File: src/rtl/pipeline_ctrl_pkg.sv
// Shared types and constants for the pipeline stall/flush sequencer.
// Optional perf counters in pipeline_ctrl are enabled by PIPELINE_CTRL_PERF_EN.
package pipeline_ctrl_pkg;

    typedef enum logic [1:0] {
        ST_RUN      = 2'd0,
        ST_MEM_WAIT = 2'd1,
        ST_DRAIN    = 2'd2,
        ST_HALTED   = 2'd3
    } ctrl_state_e;

    localparam logic [1:0]  WBSEL_MEM  = 2'd0;
    localparam logic [31:0] NOP_INSTR  = 32'h0000_0013;

    // A source operand hazards on rd only when the ID instruction actually reads it.
    function automatic logic src_hit(input logic used, input logic [4:0] rs,
                                     input logic [4:0] rd);
        return used && (rs == rd);
    endfunction

endpackage

File: src/rtl/pipeline_ctrl_lu_cmp.sv
// Combinational load-use detector: a load in EX whose rd feeds the ID instruction.
module pipeline_ctrl_lu_cmp
    import pipeline_ctrl_pkg::*;
(
    input  logic [4:0] id_rs1,
    input  logic [4:0] id_rs2,
    input  logic       id_rs1_used,
    input  logic       id_rs2_used,
    input  logic [4:0] ex_rd,
    input  logic       ex_regwen,
    input  logic       ex_is_load,
    output logic       lu
);

    // x0 is never a real producer, so a load to x0 cannot create a hazard.
    assign lu = ex_is_load && ex_regwen && (ex_rd != 5'd0) &&
                (src_hit(id_rs1_used, id_rs1, ex_rd) || src_hit(id_rs2_used, id_rs2, ex_rd));

endmodule

File: src/rtl/pipeline_ctrl.sv
// Stall/flush sequencer for the 5-stage pipeline: load-use, branch flush, memory wait, debug drain.
// Define PIPELINE_CTRL_PERF_EN to build the saturating perf counters; otherwise perf_* read 0.
module pipeline_ctrl
    import pipeline_ctrl_pkg::*;
#(
    parameter int DRAIN_CYCLES = 4,
    parameter int MEM_TIMEOUT  = 255,
    parameter int CNT_W        = 32
) (
    input  logic             clk,
    input  logic             reset,
    input  logic [4:0]       id_rs1,
    input  logic [4:0]       id_rs2,
    input  logic             id_rs1_used,
    input  logic             id_rs2_used,
    input  logic [4:0]       ex_rd,
    input  logic             ex_regwen,
    input  logic             ex_is_load,
    input  logic             ex_pcsel,
    input  logic             ma_mem_req,
    input  logic             ma_mem_ready,
    input  logic             dbg_halt_req,
    output logic             pc_en,
    output logic             ifid_en,
    output logic             ifid_flush,
    output logic             idex_en,
    output logic             idex_flush,
    output logic             exma_en,
    output logic             mawb_bubble,
    output logic             halt_ack,
    output logic             mem_err,
    output logic [1:0]       ctrl_state,
    output logic [CNT_W-1:0] perf_lu,
    output logic [CNT_W-1:0] perf_flush,
    output logic [CNT_W-1:0] perf_memwait
);

    localparam int DW = (DRAIN_CYCLES > 1) ? $clog2(DRAIN_CYCLES) : 1;

    ctrl_state_e   state_q, state_d, ret_q, ret_d;
    logic [7:0]    tmo_q, tmo_d;
    logic [DW-1:0] drain_q, drain_d;
    logic          abort_q, abort_d;
    logic          mem_err_q, mem_err_d;
    logic          lu;
    logic          memstall;

    pipeline_ctrl_lu_cmp u_lu_cmp (
        .id_rs1      (id_rs1),
        .id_rs2      (id_rs2),
        .id_rs1_used (id_rs1_used),
        .id_rs2_used (id_rs2_used),
        .ex_rd       (ex_rd),
        .ex_regwen   (ex_regwen),
        .ex_is_load  (ex_is_load),
        .lu          (lu)
    );

    assign memstall = ma_mem_req && !ma_mem_ready;

    always_ff @(posedge clk) begin
        if (reset) begin
            state_q   <= ST_RUN;
            ret_q     <= ST_RUN;
            tmo_q     <= 8'd0;
            drain_q   <= '0;
            abort_q   <= 1'b0;
            mem_err_q <= 1'b0;
        end else begin
            state_q   <= state_d;
            ret_q     <= ret_d;
            tmo_q     <= tmo_d;
            drain_q   <= drain_d;
            abort_q   <= abort_d;
            mem_err_q <= mem_err_d;
        end
    end

    always_comb begin
        state_d     = state_q;
        ret_d       = ret_q;
        tmo_d       = tmo_q;
        drain_d     = drain_q;
        abort_d     = abort_q;
        mem_err_d   = mem_err_q;
        pc_en       = 1'b1;
        ifid_en     = 1'b1;
        ifid_flush  = 1'b0;
        idex_en     = 1'b1;
        idex_flush  = 1'b0;
        exma_en     = 1'b1;
        mawb_bubble = 1'b0;
        halt_ack    = 1'b0;
        unique case (state_q)
            ST_RUN: begin
                if (memstall) begin
                    {pc_en, ifid_en, idex_en, exma_en} = 4'b0000;
                    mawb_bubble = 1'b1;
                    ret_d       = ST_RUN;
                    tmo_d       = 8'd1;
                    abort_d     = 1'b0;
                    state_d     = ST_MEM_WAIT;
                end else if (ex_pcsel) begin
                    ifid_flush = 1'b1;
                    idex_flush = 1'b1;
                end else if (lu) begin
                    pc_en      = 1'b0;
                    ifid_en    = 1'b0;
                    idex_flush = 1'b1;
                end else if (dbg_halt_req) begin
                    drain_d = DW'(DRAIN_CYCLES - 1);
                    state_d = ST_DRAIN;
                end
            end
            ST_MEM_WAIT: begin
                {pc_en, ifid_en, idex_en, exma_en} = 4'b0000;
                mawb_bubble = 1'b1;
                if (ma_mem_ready || abort_q) begin
                    abort_d = 1'b0;
                    state_d = ret_q;
                end else if (tmo_q == 8'(MEM_TIMEOUT)) begin
                    mem_err_d = 1'b1;
                    abort_d   = 1'b1;
                end else begin
                    tmo_d = tmo_q + 8'd1;
                end
            end
            ST_DRAIN: begin
                pc_en      = ex_pcsel;
                ifid_flush = 1'b1;
                if (memstall) begin
                    {pc_en, ifid_en, idex_en, exma_en} = 4'b0000;
                    ifid_flush  = 1'b0;
                    mawb_bubble = 1'b1;
                    ret_d       = ST_DRAIN;
                    tmo_d       = 8'd1;
                    abort_d     = 1'b0;
                    state_d     = ST_MEM_WAIT;
                end else begin
                    // A load-use stall must hold the ID instruction, so IF/ID is not flushed over it.
                    if (ex_pcsel) begin
                        idex_flush = 1'b1;
                    end else if (lu) begin
                        ifid_en    = 1'b0;
                        ifid_flush = 1'b0;
                        idex_flush = 1'b1;
                    end
                    if (!dbg_halt_req) begin
                        state_d = ST_RUN;
                    end else if (!lu) begin
                        if (drain_q == '0) state_d = ST_HALTED;
                        else               drain_d = drain_q - DW'(1);
                    end
                end
            end
            ST_HALTED: begin
                pc_en      = 1'b0;
                ifid_flush = 1'b1;
                halt_ack   = 1'b1;
                if (!dbg_halt_req) state_d = ST_RUN;
            end
            default: state_d = ST_RUN;
        endcase
    end

    assign mem_err    = mem_err_q;
    assign ctrl_state = state_q;

`ifdef PIPELINE_CTRL_PERF_EN
    logic             active;
    logic [CNT_W-1:0] perf_lu_q, perf_flush_q, perf_memwait_q;

    assign active = ((state_q == ST_RUN) || (state_q == ST_DRAIN)) && !memstall;

    // Counters stick at all-ones rather than wrapping.
    always_ff @(posedge clk) begin
        if (reset) begin
            perf_lu_q      <= '0;
            perf_flush_q   <= '0;
            perf_memwait_q <= '0;
        end else begin
            if (active && !ex_pcsel && lu && (perf_lu_q != '1))
                perf_lu_q <= perf_lu_q + 1'b1;
            if (active && ex_pcsel && (perf_flush_q != '1))
                perf_flush_q <= perf_flush_q + 1'b1;
            if ((state_q == ST_MEM_WAIT) && (perf_memwait_q != '1))
                perf_memwait_q <= perf_memwait_q + 1'b1;
        end
    end

    assign perf_lu      = perf_lu_q;
    assign perf_flush   = perf_flush_q;
    assign perf_memwait = perf_memwait_q;
`else
    assign perf_lu      = '0;
    assign perf_flush   = '0;
    assign perf_memwait = '0;
`endif

endmodule

File: config.mk
export PLATFORM = sky130hd
export DESIGN_NAME = pipeline_ctrl
export DESIGN_NICKNAME = d
export VERILOG_FILES = /design/src/rtl/pipeline_ctrl_pkg.sv /design/src/rtl/pipeline_ctrl_lu_cmp.sv /design/src/rtl/pipeline_ctrl.sv
export SDC_FILE = /design/constraint.sdc
export NUM_CORES = 1
export LEC_CHECK = 0
export BUFFER_PORTS_ARGS = -buffer_cell sky130_fd_sc_hd__buf_2
export CORE_MARGIN = 10
export CORE_UTILIZATION = 40
export CTS_BUF_LIST = sky130_fd_sc_hd__clkbuf_16
export DETAILED_ROUTE_END_ITERATION = 10
export PLACE_DENSITY = 0.8
export SLEW_MARGIN = 20
export SYNTH_ARGS = -nofsm -noshare
export SYNTH_HDL_FRONTEND = slang
export SYNTH_HIERARCHICAL = 1
export SYNTH_SLANG_ARGS = --single-unit
File: constraint.sdc
create_clock -name clk -period 4.4 [get_ports clk]
set_input_delay 0.44 -clock clk [delete_from_list [all_inputs] [get_ports clk]]
set_output_delay 0.44 -clock clk [all_outputs]
set_load 0.01 [all_outputs]
== After elaboration in Yosys (flattened, before gate mapping) ==
Cells that the tools add are included.
Storage, ports and cells
  register bits: 16
  bits in latches: 0
  bits in writable memories: 0
  memory bits (read-only): 0
  output and inout bits: 107
  logic and storage cells: 107
  memories: 0
Cells by class
  $add $sub $neg: 2
  multipliers: 0
  divide/modulo/power cells: 0
  magnitude comparators: 0
  equal/unequal tests: 27
  shift-type cells: 0
  mux-type cells: 49
  bitwise operators: 1
  reductions and logical operators: 22
Operators by type and width (count)
  2-to-1 mux 2 bit: 20
  != test 2 bit, second input constant: 14
  2-to-1 mux 8 bit: 3
  2-to-1 mux 1 bit: 16
  one-hot mux 8 bit (2 select lines): 1
  != test 3 bit, second input constant: 4
  == test 5 bit: 2
  AND reduction 3 bit: 3
  AND reduction 9 bit: 1
  adder 8 x 1 -> 8 bit, second input constant: 1
  == test 8 bit, second input constant: 1
  != test 4 bit, second input constant: 2
  one-hot mux 1 bit (2 select lines): 4
  one-hot mux 2 bit (2 select lines): 2
  one-hot mux 2 bit (4 select lines): 1
  AND reduction 7 bit: 1
  logical AND 1 bit: 6
  one-hot mux 1 bit (3 select lines): 2
  nonzero test 5 bit: 1
  == test 2 bit, second input constant: 2
  logical NOT 2 bit: 2
  AND reduction 4 bit: 1
  nonzero test 2 bit: 2
  OR reduction 2 bit: 2
  other kinds (6): 7

== Longest topological paths before layout ==
Gate-level depths: netlist of run 1.
  depth after elaboration: 8
  depth in mapped cells: 8
  gate-level depth less buffers: 8

== By module ==
The synthesis of run 1 kept the hierarchy.
By module, submodules not included
  pipeline_ctrl: instances 1, cells an instance 205, area each 1635.3 sq um, seq. area each 300.3 sq um
  pipeline_ctrl_lu_cmp: instances 1, cells an instance 17, area each 135.1 sq um, seq. area each 0.0 sq um

== Least setup slack after synthesis of run 1 ==
Ideal clock, no wire load.
  kind: input to register
  start: in ex_rd[3]
  end: reg drain_q[1]
  library setup time: 0.091 ns
  arrival time: 2.068 ns
  required time: 4.309 ns
  slack: 2.241 ns
  stages: 7
  buffers on the path: 0
  path through: or4_1 > o211ai_2 > a21oi_1 > nand2b_1 > nor4_1 > nor2_1 > a311oi_1
On the way
  longest elaborated chain between the ends: 6
Ends and longest elaborated chain
  start: declaration: line pipeline_ctrl.sv:16  | input logic [4:0] ex_rd,
  == test 5 bit: line pipeline_ctrl_pkg.sv:18  | return used && (rs == rd);
  logical AND 1 bit: line pipeline_ctrl_pkg.sv:18
  logical OR 1 bit: line pipeline_ctrl_lu_cmp.sv:17  | (src_hit(id_rs1_used, id_rs1, ex_rd) || src_hit(id_rs2_used, id_rs2, ex_rd));
  logical AND 1 bit (*): line pipeline_ctrl_lu_cmp.sv:16  | assign lu = ex_is_load && ex_regwen && (ex_rd != 5'd0) &&
  named net lu: line pipeline_ctrl.sv:45  | logic lu;
  != test 2 bit (no line)
  AND reduction 9 bit (no line) (*)
  end signal: assignment: line pipeline_ctrl.sv:73  | drain_q <= drain_d;
  end: declaration: line pipeline_ctrl.sv:42  | logic [DW-1:0] drain_q, drain_d;
The timed path passes the listed nets; every way through them passes the cells marked *.
A chain may end at the register's enable or synchronous reset.

== Worst setup path after layout of run 1 ==
  start: in ex_rd[0]
  end: out ifid_flush
On the way
  longest elaborated chain between the ends: 8
Ends and longest elaborated chain
  == test 5 bit: line pipeline_ctrl_pkg.sv:18
  logical AND 1 bit: line pipeline_ctrl_pkg.sv:18
  logical OR 1 bit: line pipeline_ctrl_lu_cmp.sv:17
  logical AND 1 bit (*): line pipeline_ctrl_lu_cmp.sv:16
  named net lu: line pipeline_ctrl.sv:45
  2-to-1 mux 1 bit (*): line pipeline_ctrl.sv:143  | end else if (lu) begin
  2-to-1 mux 1 bit (*)
  2-to-1 mux 1 bit (*): line pipeline_ctrl.sv:131  | if (memstall) begin
  one-hot mux 1 bit (3 select lines) (*): line pipeline_ctrl.sv:94  | unique case (state_q)
  end: declaration: line pipeline_ctrl.sv:25  | output logic ifid_flush,
Marks and branches as above.

==> out/metrics.yaml, run 1 <==
outcome: "completed"
hold_path_class: "flip-flop to flip-flop"
tightest_slew_ns: 0.556
seqPwrFrac: 0.335
synthFlopType: "dfxtp_1"
syn-cell-area_um2: 1770
grt_start_max_net_pins: 18
leakage_nw: 0.824
p_total_w: 0.000454
cpMostUsedCell: "buf_2"
post_synth.cell_area_avg_um2: 7.97
clockPowerShare: 0.382
grt.total_usage: 0.102
worstPathMaxFanout: 6
cp-end-kind: "primary output"
postCtsSetupBuffers: 0
num_vias: 1319
fmaxAchievable_mhz: 413
area_growth_pct: -4.38
die_area_um2: 7490
final.setup.tns_ns: 0
cts_tree: "yes"
hpwl_um: 3660
synth-seq-area-share: 0.170
final_cell_mix: "conb_1, buf_2, dfxtp_1, inv_1, nand3_1"
setup-violations-final: 0
ios: 132
ys_ff_latch: 15
antenna_found_initial: 0
coreArea_um2: 4320
crit_chain: "buf_2, xor2_1, nor4_1, nand3_1, a21oi_1, o21ai_0, a22o_2, buf_2"
syn_inst: 222
initialDrtViolationCount: 70
worst-path-buf-inv: 2
required_ns: 3.96
ys_types: 43
hold_violations: 0
wl_um: 4270
drive_gt1_frac: 0.184
layout_commonest_cell: "conb_1"
sw_frac_of_total: 0.336
p_per_area_nw_per_um2: 268
rsz0062_at_grt: "no"
finClkSkew_ns: 0.00175
synth_edf_count: 0
cts_buffers: 3
start_kind: "input pin"
cts_resized: 0
grt_pass1_wl_um: 6410
cp_top_family: "compound AO/OA/AOI/OAI gates"
die_y_um: 86.5
slew_viol_final: 0
clockBufferDepth: 2
first_global_vias: 1423
post-route-util: 0.391
clock_sinks: 15
clockRootBuffer: "clkbuf_16"
row_count: 24
io_buffers: 35
switchingPower_w: 0.000153
cap_violations: 0
die-width_um: 86.5
wl_per_cell_um: 13.9
p_int_w: 0.000301
irDropWorstVdd_mv: 0.0999
drc_errors: 0
ant_nets: 0
clk_pin_slew_worst_paths_ns: 0.05
pwr-share-comb: 0.283
hold_buffers: 0
clk_latency_ns: 0.24
firstDrtPassIters: 4
fin_crit_sh: 0.551
fin_crit_ns: 2.42
yosysWarnings: 6
htreeDepth: 1
critPathArrivalTime_ns: 1.98
fin_nets: 284
cp_slowest_cell: "a21oi_1"
async_flop_share: 0
grt_overflow: 0
drt-vias-per-instance: 4.28
diodes: 0
initial_core_util: 0.409
gp_congestion: 0.794
slowest_delay_ns: 0.35
maxSlewHeadroom: 0.626
crit_type: "input pin to primary output"
==> power by group through the flow <==
| stage | Sequential (W) | Clock [W] | Combinational (W) |
|---|---|---|---|
| 6_report | 0.000152 | 0.000174 | 0.000129 |
| 5_1_grt | 0.000153 | 0.000183 | 0.000144 |
| 4_1_cts | 0.000152 | 0.000178 | 0.000124 |
| 3_5_place_dp | 0.000154 | 0 | 0.000124 |
| 3_3_place_gp | 0.000154 | 0 | 0.000122 |
| 2_1_floorplan | 0.000149 | 0 | 0.000159 |
==> routing by layer <==
layer	global-route usage	routed length (µm)	vias up
li1	-	-	638
met1	0.0957	1450	587
met2	0.205	2350	83
met3	0.0206	371	11
met4	0.0427	108	0
met5	0	0	-
==> per-stage QoR <==
step                      worst slack (ns)  instances  instance area [µm²]  hold slack, ns
after floorplan                       2.24        317                 2130           0.437
final                                 1.98        308                 1690           0.457
after global routing                  1.81        308                 1690           0.486
after detailed placement              1.88        304                 1610           0.455
after global placement                2.01        304                 1610           0.433
after CTS                             1.99        308                 1690           0.462
==> worst min-delay path, stage by stage, from the launching register on <==
cell and delay (ns):
dfxtp_1 0.31, inv_1 0.05, a21oi_1 0.05
==> final timing paths <==
path	slack [ns]	cells past startpoint	to	start
min reg2reg	0.46	2	mem_err	mem_err
min	0.46	2	mem_err	mem_err
max	1.98	8	ifid_flush	ex_rd[0]
max reg2reg	2.23	4	tmo_q[6]	ctrl_state[0]
==> registers in the layout, summed over array words and instances (netlist names) <==
signal and count:
ctrl_state 2, tmo_q 8, ret_q 1, mem_err 1, drain_q 2, abort_q 1
==> cell type report <==
| type | count | area [µm²] |
|---|---|---|
| well taps | 52 | 65.1 |
| flip-flops and latches | 15 | 300 |
| repair buffers | 35 | 175 |
| inverters | 9 | 33.8 |
| clock inverters | 1 | 3.75 |
| multi-input cells | 193 | 1040 |
| fillers | 459 | 2630 |
| clock buffers | 3 | 75.1 |
==> cell families (layout without fill, tap and decap cells) <==
family                   after synthesis  count (layout)  share of synthesized area
multiplexers                           3               3                     0.0184
flip-flops                            15              15                      0.170
other                                  1              96                    0.00212
AO/OA/AOI/OAI                         35              35                      0.151
XOR/XNOR                              10              10                     0.0495
buffers and inverters                109              48                      0.445
adder cells (fa/ha/maj)                2               2                     0.0141
AND/OR/NAND/NOR                       47              47                      0.151
==> cells in the mapped netlist, drive strengths merged (2+ instances only) <==
cell    instances  area (µm²)
inv             9        33.8
nor2            9        33.8
buf            99         744
a211oi          3        22.5
nor4            3        18.8
nand2           9        33.8
a31oi           3        18.8
nand3          10        50.1
xnor2           2        17.5
o21a            4        30.0
nor2b           2        12.5
a21oi           9        45.0
a311oi          2        17.5
nand2b          3        18.8
or4             2        15.0
dfxtp          15         300
ha              2        25.0
xor2            8        70.1
o21ai           4        23.8
mux2            2        22.5
nand4           3        18.8
(Power assumes the default switching activity.)
==> run 2, diff against run 1 <==
Settings changed: CORE_UTILIZATION 40 to 37, PLACE_DENSITY 0.8 to 0.78.
Clock period 4.4 ns to 2.2 ns, I/O delays scaled along.
==> out/metrics.yaml, run 2 (same netlist as run 1, synthesis figures left out) <==
ios: 132  # unchanged
required_ns: 1.98  # -1.98 ns
drc_errors: 0  # unchanged
post-route-util: 0.373  # -0.0187
r2r-end: "tmo_q[6]"
io_buffers: 35  # unchanged
cpMostUsedCell: "buf_2"
area_growth_pct: -1.20
clockRootBuffer: "clkbuf_16"
num_vias: 1321  # +0.15%
leakage_nw: 0.859  # +4.2%
first_global_vias: 1183  # -17%
cp-end-kind: "primary output"
grt.total_usage: 0.0857  # -0.0163
grt_pass1_wl_um: 5520  # -14%
finClkSkew_ns: 0.00166  # -0.0000832 ns
start_kind: "input pin"
initial_core_util: 0.377  # -0.0321
antenna_found_initial: 0  # unchanged
slowest_delay_ns: 0.36  # about the same
fin_crit_sh: 0.910
irDropWorstVdd_mv: 0.252  # +150%
fin_nets: 291  # +2.5%
ant_nets: 0  # unchanged
row_count: 25  # +4.2%
htreeDepth: 1  # unchanged
grt_start_max_net_pins: 17  # -1
clk_pin_slew_worst_paths_ns: 0.05  # about the same
largest-register: "tmo_q"
cts_resized: 0  # unchanged
worstPathMaxFanout: 5  # -1
coreArea_um2: 4690  # +8.5%
slew_viol_final: 0  # unchanged
cp_slowest_cell: "nor4_1"
layout_commonest_cell: "conb_1"
wl_um: 4110  # -3.7%
reg2reg_slack_ns: 0.36  # -1.87 ns
outcome: "completed"
final_cell_mix: "conb_1, buf_2, dfxtp_1, nand3_1"
diodes: 0  # unchanged
fin_crit_ns: 2.00
fmaxAchievable_mhz: 499
crit_chain: "buf_2, xor2_1, nor4_1, nand3_1, a21oi_1, buf_4, o21ai_0, a22o_2, buf_2"
crit_end: "ifid_flush"
initialDrtViolationCount: 106  # +51%
hold_violations: 0  # unchanged
crit_start: "ex_rd[4]"
clockBufferDepth: 2  # unchanged
die-width_um: 89.2  # +3.1%
setup-violations-final: 0  # unchanged
hold_path_class: "input pin to flip-flop"
cts_buffers: 3  # unchanged
rr_startpoint: "abort_q"
final.setup.tns_ns: 0  # unchanged
clk_latency_ns: 0.24  # about the same
cts_tree: "yes"
clock_sinks: 15  # unchanged
rsz0062_at_grt: "no"
gp_congestion: 0.832  # +4.7%
largest_reg_flops: 8  # unchanged
p_per_area_nw_per_um2: 530  # +97%
die_area_um2: 7950  # +6.2%
critPathArrivalTime_ns: 1.78  # -0.20 ns
grt_overflow: 0  # unchanged
firstDrtPassIters: 4  # unchanged
postCtsSetupBuffers: 0  # unchanged
crit_type: "input pin to primary output"
wl_per_cell_um: 13.0  # -6.5%
die_y_um: 89.2  # +3.1%
cap_violations: 0  # unchanged
drive_gt1_frac: 0.209  # +0.0255
hpwl_um: 3570  # -2.4%
hold_buffers: 0  # unchanged
drt-vias-per-instance: 4.17  # -2.7%
reg2regPathDepth: 4  # unchanged
run 2: changes by cell type in the layout (fill, tap and decap cells not counted), sizes merged:
cell / previous run / this run
buf: 35 / 42
inv: 10 / 9
clkinv: 0 / 1
run 2: per-layer routing:
layer,share of wire,up-vias,GRT usage,wire length (µm)
met5,0,-,0,0
met2,0.53,67,0.152,2180
met4,0.012,0,0.0318,51
met1,0.38,602,0.0995,1580
li1,-,646,-,-
met3,0.074,6,0.0146,304
run 2: per-stage QoR:
| stage | cells | area, µm² | hold WS, ns | total power (W) | setup slack [ns] |
|---|---|---|---|---|---|
| final | 317 | 1750 | 0.329 | 0.000926 | 0.198 |
| after global routing | 317 | 1750 | 0.356 | 0.000981 | 0.0778 |
| after CTS | 317 | 1750 | 0.325 | 0.000927 | 0.259 |
| after detailed placement | 313 | 1670 | 0.445 | 0.000570 | 0.158 |
| after global placement | 313 | 1670 | 0.432 | 0.000567 | 0.232 |
| after floorplan | 317 | 2130 | 0.292 | 0.000616 | 0.261 |
run 2: cell type report:
| class | count | area, µm² |
|---|---|---|
| sequential | 15 | 300 |
| clock buffer | 3 | 75.1 |
| multi-input combinational | 193 | 1040 |
| tap | 54 | 67.6 |
| clock inverter | 1 | 5.00 |
| fill | 490 | 2940 |
| inverter | 9 | 33.8 |
| timing repair buffer | 42 | 228 |
run 2: worst min path at each step:
| stage | end | from | slack [ns] | depth (start not counted) |
|---|---|---|---|---|
| 2_1_floorplan | tmo_q[3] | reset | 0.29 | 1 |
| 3_3_place_gp | mem_err | mem_err | 0.43 | 2 |
| 3_5_place_dp | mem_err | mem_err | 0.45 | 2 |
| 4_1_cts | tmo_q[6] | ma_mem_req | 0.33 | 4 |
| 5_1_grt | ret_q[1] | reset | 0.36 | 2 |
| 6_report | tmo_q[6] | ma_mem_req | 0.33 | 4 |
run 2: power breakdown:
| group | leakage [nW] | internal [W] | total, W | switching, W |
|---|---|---|---|---|
| sequential | 0.122 | 0.000283 | 0.000291 | 0.00000777 |
| combinational | 0.696 | 0.0000910 | 0.000284 | 0.000193 |
| clock | 0.0409 | 0.000242 | 0.000351 | 0.000109 |
run 2: critical path: cells and delay by family:
family	cells	cell delay, ns
AO/OA/AOI/OAI	3	0.49
XOR/XNOR	1	0.17
buffers and inverters	3	0.42
AND/OR/NAND/NOR	2	0.49
==> run 3, diff against run 2 <==
--- a/config.mk
+++ b/config.mk
@@ -8,3 +8,2 @@
 export BUFFER_PORTS_ARGS = -buffer_cell sky130_fd_sc_hd__buf_2
-export CORE_MARGIN = 10
 export CORE_UTILIZATION = 37
@@ -13,2 +12,3 @@
 export PLACE_DENSITY = 0.78
+export SKIP_CTS_REPAIR_TIMING = 1
 export SLEW_MARGIN = 20
--- a/constraint.sdc
+++ b/constraint.sdc
@@ -3,2 +3,2 @@
 set_output_delay 0.22 -clock clk [all_outputs]
-set_load 0.01 [all_outputs]
+set_load 0.1 [all_outputs]
==> out/metrics.yaml, run 3 (same netlist as run 1, synthesis figures left out) <==
grt_start_max_net_pins: 17  # unchanged
finClkSkew_ns: 0.000794  # -0.000870 ns
irDropWorstVdd_mv: 0.312  # +24%
nFillCells: 443  # -9.6%
hpwl_um: 2570  # -28%
ios: 132  # unchanged
wl_per_cell_um: 10.0  # -23%
fin_nets: 290  # -0.34%
clockRootBuffer: "clkbuf_16"
fmaxAchievable_mhz: 509  # +1.9%
violations: "design-rule violations"
firstDrtPassIters: 7  # +3
clock_sinks: 15  # unchanged
hold_violations: 0  # unchanged
grt.total_usage: 0.123  # +0.0373
drc_errors: 14  # +14
gp_congestion: 0.772  # -7.2%
grt_overflow: 0  # unchanged
largest-register: "tmo_q"
final_cell_mix: "conb_1, buf_2, dfxtp_1, nand3_1"
drt-vias-per-instance: 4.27  # +2.6%
grt_pass1_wl_um: 4980  # -9.8%
antenna_found_initial: 0  # unchanged
hold_path_class: "input pin to flip-flop"
required_ns: 1.98  # about the same
ant_nets: 0  # unchanged
diodes: 0  # unchanged
outcome: "complete, but fails checks"
cp-end-kind: "primary output"
cts_buffers: 3  # unchanged
cap_violations: 0  # unchanged
first_global_vias: 1118  # -5.5%
hold_ws_ns: 0.339  # +0.0106 ns
slew_viol_final: 0  # unchanged
dpl-instance-area_um2: 1760  # +5.4%
row_count: 24  # -4.0%
clockBufferDepth: 2  # unchanged
cts_tree: "yes"
area_growth_pct: 3.82
start_kind: "input pin"
critPathArrivalTime_ns: 1.75  # -0.03 ns
htreeDepth: 1  # unchanged
clk_pin_slew_worst_paths_ns: 0.05  # about the same
clk_latency_ns: 0.24  # about the same
num_vias: 1342  # +1.6%
die_area_um2: 5070  # -36%
leakage_nw: 0.877  # +2.1%
layout_commonest_cell: "conb_1"
fin_crit_sh: 0.893  # -0.0167
p_per_area_nw_per_um2: 954  # +80%
crit_type: "input pin to primary output"
die_y_um: 71.2  # -20%
largest_reg_flops: 8  # unchanged
fin_area_um2: 1840  # +5.1%
setup-violations-final: 0  # unchanged
initialDrtViolationCount: 102  # -3.8%
worstPathMaxFanout: 4  # -1
drive_gt1_frac: 0.225  # +0.0161
initial_core_util: 0.396  # +0.0184
fin_crit_ns: 1.97  # -0.0367 ns
rsz0062_at_grt: "no"
wl_um: 3140  # -24%
die-width_um: 71.2  # -20%
coreArea_um2: 4470  # -4.6%
io_buffers: 35  # unchanged
## run 3: cell types whose count changed in the layout (fill, tap and decap cells not counted), moves of 2 or more
cell     change
buf_12       +4
buf_2        -4
dfxtp_1      -2
dfxtp_4      +2
## run 3: path summary, 6_finish.rpt
path	start	to	slack [ns]	cells past startpoint
setup / recovery	ex_rd[4]	pc_en	0.23	9
hold / removal	reset	ret_q[1]	0.34	2
setup reg to reg	ctrl_state[1]	tmo_q[6]	0.34	4
hold reg to reg	mem_err	mem_err	0.45	2
## run 3: through the flow
stage	total power [W]	cells	utilization	setup WS, ns	TNS (ns)
final	0.00175	314	0.411	0.235	0
after global routing	0.00180	314	0.411	0.115	0
after CTS	0.00176	314	0.411	0.236	0
after detailed placement	0.00141	310	0.393	0.172	0
after global placement	0.00140	310	0.393	0.223	0
after floorplan	0.00143	317	-	-0.938	-1.12
## run 3: worst max-delay path: stages
cell     delay [ns]
buf_2          0.12
xor2_1         0.16
nor4_1         0.31
nand3_1        0.12
a21oi_1        0.22
buf_4          0.18
nor2_1         0.04
o21a_1         0.20
buf_12         0.17
## run 3: where the power goes
part / internal [W] / switching, W / total (W)
sequential: 0.000284 / 0.0000156 / 0.000299
combinational: 0.000125 / 0.000982 / 0.00111
clock: 0.000240 / 0.000106 / 0.000346
total: 0.000649 / 0.00110 / 0.00175
## run 3: cell type report
class / count / area [µm²] / area share
tap: 52 / 65.1 / 0.0354
clock buffer: 3 / 75.1 / 0.0408
inverter: 9 / 40.0 / 0.0218
multi-input combinational: 193 / 1070 / 0.580
sequential: 15 / 308 / 0.167
clock inverter: 1 / 3.75 / 0.00204
timing repair buffer: 41 / 280 / 0.152
## run 3: layer usage
metal  vias up  part of all wire  global-route usage
li1        650                 -                   -
met1       624              0.40               0.143
met2        66              0.54               0.221
met3         2             0.054              0.0157
met4         0            0.0041              0.0600
met5         -                 0                   0
